### config.mk
export PLATFORM = sky130hd
export DESIGN_NAME = pdm_modulator
export DESIGN_NICKNAME = d
export VERILOG_FILES = /design/src/rtl/pdm_modulator.sv
export SDC_FILE = /design/constraint.sdc
export NUM_CORES = 1
export LEC_CHECK = 0
export CORE_ASPECT_RATIO = 1.25
export CORE_MARGIN = 2
export CORE_UTILIZATION = 45
export DETAILED_ROUTE_END_ITERATION = 10
export GPL_ROUTABILITY_DRIVEN = 0
export SLEW_MARGIN = 10
export SYNTH_ARGS = -nofsm -noshare
export SYNTH_HDL_FRONTEND = slang
export SYNTH_SLANG_ARGS = --single-unit
### constraint.sdc
create_clock -name clk -period 4.6 [get_ports clk]
set_clock_uncertainty 0.1 [all_clocks]
set_input_delay 0.46 -clock clk [delete_from_list [all_inputs] [get_ports clk]]
set_output_delay 0.46 -clock clk [all_outputs]
set_load 0.01 [all_outputs]
### src/rtl/pdm_modulator.sv
// pdm_modulator: first-order sigma-delta PCM-to-PDM transmitter with input FIFO.
// Ports: clk, rst_n (sync, active low), enable, pcm_data/pcm_valid/pcm_ready
//        (push side), pdm_clk/pdm_out (bitstream), underrun pulse, fifo_level.
module pdm_modulator #(
    parameter int CLK_DIV    = 16,
    parameter int DECIM      = 64,
    parameter int DATA_W     = 16,
    parameter int FIFO_DEPTH = 4
) (
    input  logic                            clk,
    input  logic                            rst_n,
    input  logic                            enable,
    input  logic [DATA_W-1:0]               pcm_data,
    input  logic                            pcm_valid,
    output logic                            pcm_ready,
    output logic                            pdm_clk,
    output logic                            pdm_out,
    output logic                            underrun,
    output logic [$clog2(FIFO_DEPTH):0]     fifo_level
);

    localparam int DW    = $clog2(CLK_DIV);
    localparam int BW    = $clog2(DECIM);
    localparam int AW    = $clog2(FIFO_DEPTH);
    localparam int LW    = AW + 1;
    localparam int ACC_W = DATA_W + 2;
    localparam logic [ACC_W-1:0] FS = ACC_W'(1) << (DATA_W - 1);

    logic [DATA_W-1:0] mem [FIFO_DEPTH];
    logic [AW-1:0]     wr_ptr;
    logic [AW-1:0]     rd_ptr;
    logic [LW-1:0]     level;
    logic [DW-1:0]     div_cnt;
    logic [BW-1:0]     bit_cnt;
    logic [ACC_W-1:0]  acc;
    logic [DATA_W-1:0] cur_sample;

    logic              full;
    logic              empty;
    logic              push;
    logic              pop;
    logic              tick;
    logic              boundary;
    logic [DW-1:0]     div_nxt;
    logic [DATA_W-1:0] x;
    logic [ACC_W-1:0]  e;
    logic              bit_v;
    logic [ACC_W-1:0]  acc_nxt;

    assign full       = (level == LW'(FIFO_DEPTH));
    assign empty      = (level == '0);
    assign pcm_ready  = ~full;
    assign fifo_level = level;
    assign push       = pcm_valid & ~full;

    assign tick     = enable && (div_cnt == DW'(CLK_DIV - 1));
    assign boundary = tick && (bit_cnt == '0);
    // Pop decision uses registered level: a push in the same cycle is not bypassed.
    assign pop      = boundary && !empty;
    assign div_nxt  = tick ? '0 : div_cnt + 1'b1;

    // Error feedback: subtract full scale when a 1 is emitted, add it for a 0.
    always_comb begin
        x       = pop ? mem[rd_ptr] : cur_sample;
        e       = acc + {{2{x[DATA_W-1]}}, x};
        bit_v   = ~e[ACC_W-1];
        acc_nxt = bit_v ? e - FS : e + FS;
    end

    always_ff @(posedge clk) begin
        if (rst_n && push) begin
            mem[wr_ptr] <= pcm_data;
        end
    end

    always_ff @(posedge clk) begin
        if (!rst_n) begin
            wr_ptr     <= '0;
            rd_ptr     <= '0;
            level      <= '0;
            div_cnt    <= '0;
            bit_cnt    <= '0;
            acc        <= '0;
            cur_sample <= '0;
            pdm_clk    <= 1'b0;
            pdm_out    <= 1'b0;
            underrun   <= 1'b0;
        end else begin
            if (push) begin
                wr_ptr <= wr_ptr + 1'b1;
            end
            if (pop) begin
                rd_ptr <= rd_ptr + 1'b1;
            end
            case ({push, pop})
                2'b10:   level <= level + 1'b1;
                2'b01:   level <= level - 1'b1;
                default: level <= level;
            endcase

            if (!enable) begin
                div_cnt    <= '0;
                bit_cnt    <= '0;
                acc        <= '0;
                cur_sample <= '0;
                pdm_clk    <= 1'b0;
                pdm_out    <= 1'b0;
                underrun   <= 1'b0;
            end else begin
                div_cnt  <= div_nxt;
                // Low for the first half of the period, high for the second.
                pdm_clk  <= (div_nxt >= DW'(CLK_DIV / 2));
                underrun <= boundary && empty;
                if (tick) begin
                    acc     <= acc_nxt;
                    pdm_out <= bit_v;
                    bit_cnt <= (bit_cnt == BW'(DECIM - 1)) ? '0 : bit_cnt + 1'b1;
                    if (pop) begin
                        cur_sample <= x;
                    end
                end
            end
        end
    end

endmodule

==> results.json, run 1 <==
{
  "cts_buffer_depth": 2,
  "clkSlewWorstSetupHoldPaths_ps": 50,
  "antenna_found_initial": 0,
  "syn_area_mm2": 0.005435,
  "power.leakage_nw": 2.502,
  "whs_ps": 352.3,
  "worstMarginPinSlew_ps": 903.5,
  "core_area_mm2": 0.01173,
  "cts_inserted_buffers": 17,
  "vias": 3402,
  "grt_overflow": 0,
  "n_antenna_cell": 0,
  "pwr_density_cell_mw_per_mm2": 382.2,
  "hpwlAfterDp_um": 7064,
  "ff_latch_area_mm2": 0.003043,
  "die_y_um": 126.9,
  "grt_usage": 0.1771,
  "drcViolationCount": 0,
  "final_hold_viol_count": 0,
  "fillCellCount": 983,
  "drt-pass1-iter-count": 4,
  "outcome": "finished, final reports clean",
  "path_max_fanout": 15,
  "grt_first_pass_wirelength_um": 17160,
  "multiInputGateArea_mm2": 0.002268,
  "crit_chain": "ha_1 -> and4_1 -> nand2_4 -> nor2_8 -> buf_4 -> mux2_2 -> ha_1 -> a21o_1 -> a21oi_1 -> a21oi_1 -> nor2_1 -> o21bai_1 -> mux2i_1 -> nand2_1 -> fa_1 -> o21ai_0 -> and2_1",
  "crit_arrival_ps": 4470,
  "dp_slack_ps": 42.80,
  "synth_flop_cell": "edfxtp_1",
  "ys_warn_count": 0,
  "cp-end-kind": "flop",
  "final_antenna_net_count": 0,
  "fin_crit_ps": 4262,
  "ys_seq_area_frac": 0.5599,
  "start_util": 0.4635,
  "avgRoutedWirePerCell_um": 15.56,
  "drt_iter0_drc": 156,
  "area_growth_pct": 20.74,
  "clk_latency_ps": 420,
  "cts_resized": 0,
  "crit_required_ps": 4810,
  "setup_viol": 0,
  "fmax_ghz": 0.2346,
  "postLayoutSetupSlackWorst_ps": 337.7,
  "critical_path_class": "reg2reg",
  "synth-edff-count": 64,
  "timing.final.crit_share": 0.9266,
  "ys_types": 51,
  "max_stage_delay_ps": 500,
  "start_kind": "flop",
  "critPathSlowestCell": "fa_1",
  "syn_inst": 435,
  "vias_per_cell": 5.155,
  "synth-seq-cells": 120,
  "rsz0062_at_grt": "no",
  "avgSynthCellArea_um2": 12.49,
  "finalNetCount": 534,
  "drt-total-wl_um": 10270,
  "cts_tree": "yes",
  "synth_nets": 483,
  "cts-root-buf": "clkbuf_16",
  "grt_pass1_vias": 3386,
  "drv_slew": 0,
  "h-tree-depth": 4,
  "std_cell_rows": 44,
  "synthArstFlopShare": 0,
  "relSlewSlack": 0.3977,
  "ios": 27,
  "port_buffers": 26,
  "hold_class": "reg2reg",
  "peakVddDrop_v": 0.0003054,
  "clock_sinks": 120,
  "final_layout_size_suffix_gt1_frac": 0.1743,
  "fin_tns_setup_ps": 0,
  "die_x_um": 102.3,
  "cts_setup_buffers": 0,
  "drv_cap": 0,
  "hold_buffers": 0,
  "grt_max_degree": 24,
  "dieArea_mm2": 0.01298
}
-- metal layers --
layer | routed length [um] | GRT usage | part of all wire | vias up
met4 | 213 | 0.08000 | 0.021 | 0
met2 | 4994 | 0.2744 | 0.49 | 51
li1 | - | - | - | 1692
met3 | 404 | 0.05069 | 0.039 | 15
met1 | 4658 | 0.2298 | 0.45 | 1644
met5 | 0 | 0 | 0 | -
-- worst paths after layout --
| kind | start | endpoint | slack (ps) | cells past startpoint |
|---|---|---|---|---|
| hold / removal | pdm_out$_SDFFE_PN0P_ | pdm_out$_SDFFE_PN0P_ | 350 | 2 |
| setup reg to reg | div_cnt[0]$_SDFF_PN0_ | acc[16]$_SDFFE_PN0P_ | 340 | 17 |
| setup / recovery | div_cnt[0]$_SDFF_PN0_ | acc[16]$_SDFFE_PN0P_ | 340 | 17 |
| hold reg to reg | pdm_out$_SDFFE_PN0P_ | pdm_out$_SDFFE_PN0P_ | 350 | 2 |
-- cells in the final DEF (no fill, tap or decap), drive strengths merged, types with 3 or more instances in the layout --
| master | n |
|---|---|
| a211oi | 4 |
| a21boi | 8 |
| a21o | 8 |
| a21oi | 18 |
| a31oi | 3 |
| and2 | 28 |
| and3 | 7 |
| buf | 23 |
| clkbuf | 19 |
| clkdlybuf4s50 | 26 |
| clkinv | 8 |
| dfxtp | 56 |
| edfxtp | 64 |
| fa | 3 |
| ha | 25 |
| inv | 13 |
| mux2 | 15 |
| mux4 | 16 |
| nand2 | 47 |
| nand3 | 17 |
| nand4 | 5 |
| nor2 | 16 |
| nor2b | 3 |
| o21ai | 18 |
| or3 | 3 |
| xnor2 | 12 |
| xor2 | 10 |
-- stage by stage --
stage	area (um^2)	std cells	power, mW	util
floorplan	5435	435	1.216	-
global placement	5991	628	1.255	0.5109
detailed placement	5991	628	1.259	0.5109
CTS	6563	660	2.535	0.5596
global route	6563	660	2.589	0.5596
finish	6563	660	2.508	0.5596
-- cells in the mapped netlist (3+ instances only) --
| master | count | area, um^2 |
|---|---|---|
| edfxtp_1 | 64 | 1922 |
| mux4_2 | 12 | 270.3 |
| a211oi_1 | 3 | 22.52 |
| and2_1 | 28 | 175.2 |
| dfxtp_1 | 56 | 1121 |
| o21ai_1 | 3 | 15.01 |
| nor2b_1 | 3 | 18.77 |
| a21boi_0 | 8 | 60.06 |
| inv_1 | 12 | 45.04 |
| clkbuf_1 | 11 | 41.29 |
| nand2_1 | 46 | 172.7 |
| xnor2_1 | 12 | 105.1 |
| buf_2 | 3 | 15.01 |
| nand4_1 | 5 | 31.28 |
| nor2_1 | 15 | 56.30 |
| ha_1 | 25 | 312.8 |
| a31oi_1 | 3 | 18.77 |
| fa_1 | 3 | 60.06 |
| and3_1 | 7 | 43.79 |
| mux4_1 | 4 | 105.1 |
| mux2_2 | 15 | 168.9 |
| xor2_1 | 10 | 87.58 |
| o21ai_0 | 15 | 75.07 |
| a21o_1 | 8 | 60.06 |
| a21oi_1 | 17 | 85.08 |
| nand3_1 | 17 | 85.08 |
-- where the power goes --
| part | switching [mW] | leakage [nW] | internal (mW) |
|---|---|---|---|
| sequential | 0.00713 | 1.03 | 1.15 |
| combinational | 0.0412 | 1.19 | 0.0368 |
| clock | 0.469 | 0.278 | 0.804 |
| total | 0.517 | 2.50 | 1.99 |
-- state kept, by name, summed over array words and instances (netlist names), named ones only --
register / count
pdm_clk: 1
mem: 64
underrun: 1
fifo_level: 3
pdm_out: 1
bit_cnt: 6
wr_ptr: 2
cur_sample: 16
div_cnt: 4
acc: 18
rd_ptr: 2
-- cell families (layout without fill, tap and decap cells) --
kind of cell / after synthesis / in the layout / synth area share
AO/OA/AOI/OAI: 68 / 68 / 0.07988
XOR/XNOR: 22 / 22 / 0.03545
adder cells (fa/ha/maj): 28 / 28 / 0.06860
buffers and inverters: 29 / 93 / 0.02279
flip-flops: 120 / 120 / 0.5599
multiplexers: 33 / 33 / 0.1045
AND/OR/NAND/NOR: 135 / 135 / 0.1289
-- critical path: cells and delay by family (launching register included) --
kind | cells | cell delay [ps]
fa+ha+maj | 3 | 1060
buf+inv | 1 | 280
flops | 1 | 360
simple gates | 6 | 930
compound gates | 5 | 810
mux | 2 | 600
-- final cells by class --
| cell class | instances | area share |
|---|---|---|
| repair buffers | 49 | 0.06597 |
| inverters | 12 | 0.006864 |
| clock inverters | 13 | 0.01964 |
| well taps | 161 | 0.03070 |
| clock buffers | 19 | 0.06749 |
| multi-input cells | 286 | 0.3457 |
| flip-flops and latches | 120 | 0.4637 |
Note: power is estimated with default switching activity, not from simulation.
==> run 2: changes to the inputs <==
--- a/config.mk
+++ b/config.mk
@@ -10,6 +10,7 @@
 export CORE_UTILIZATION = 45
 export DETAILED_ROUTE_END_ITERATION = 10
 export GPL_ROUTABILITY_DRIVEN = 0
+export HOLD_SLACK_MARGIN = 0.12
 export SLEW_MARGIN = 10
 export SYNTH_ARGS = -nofsm -noshare
 export SYNTH_HDL_FRONTEND = slang
==> results of run 2 <==
No change in the layout: final DEF, timing and power equal those of run 1.
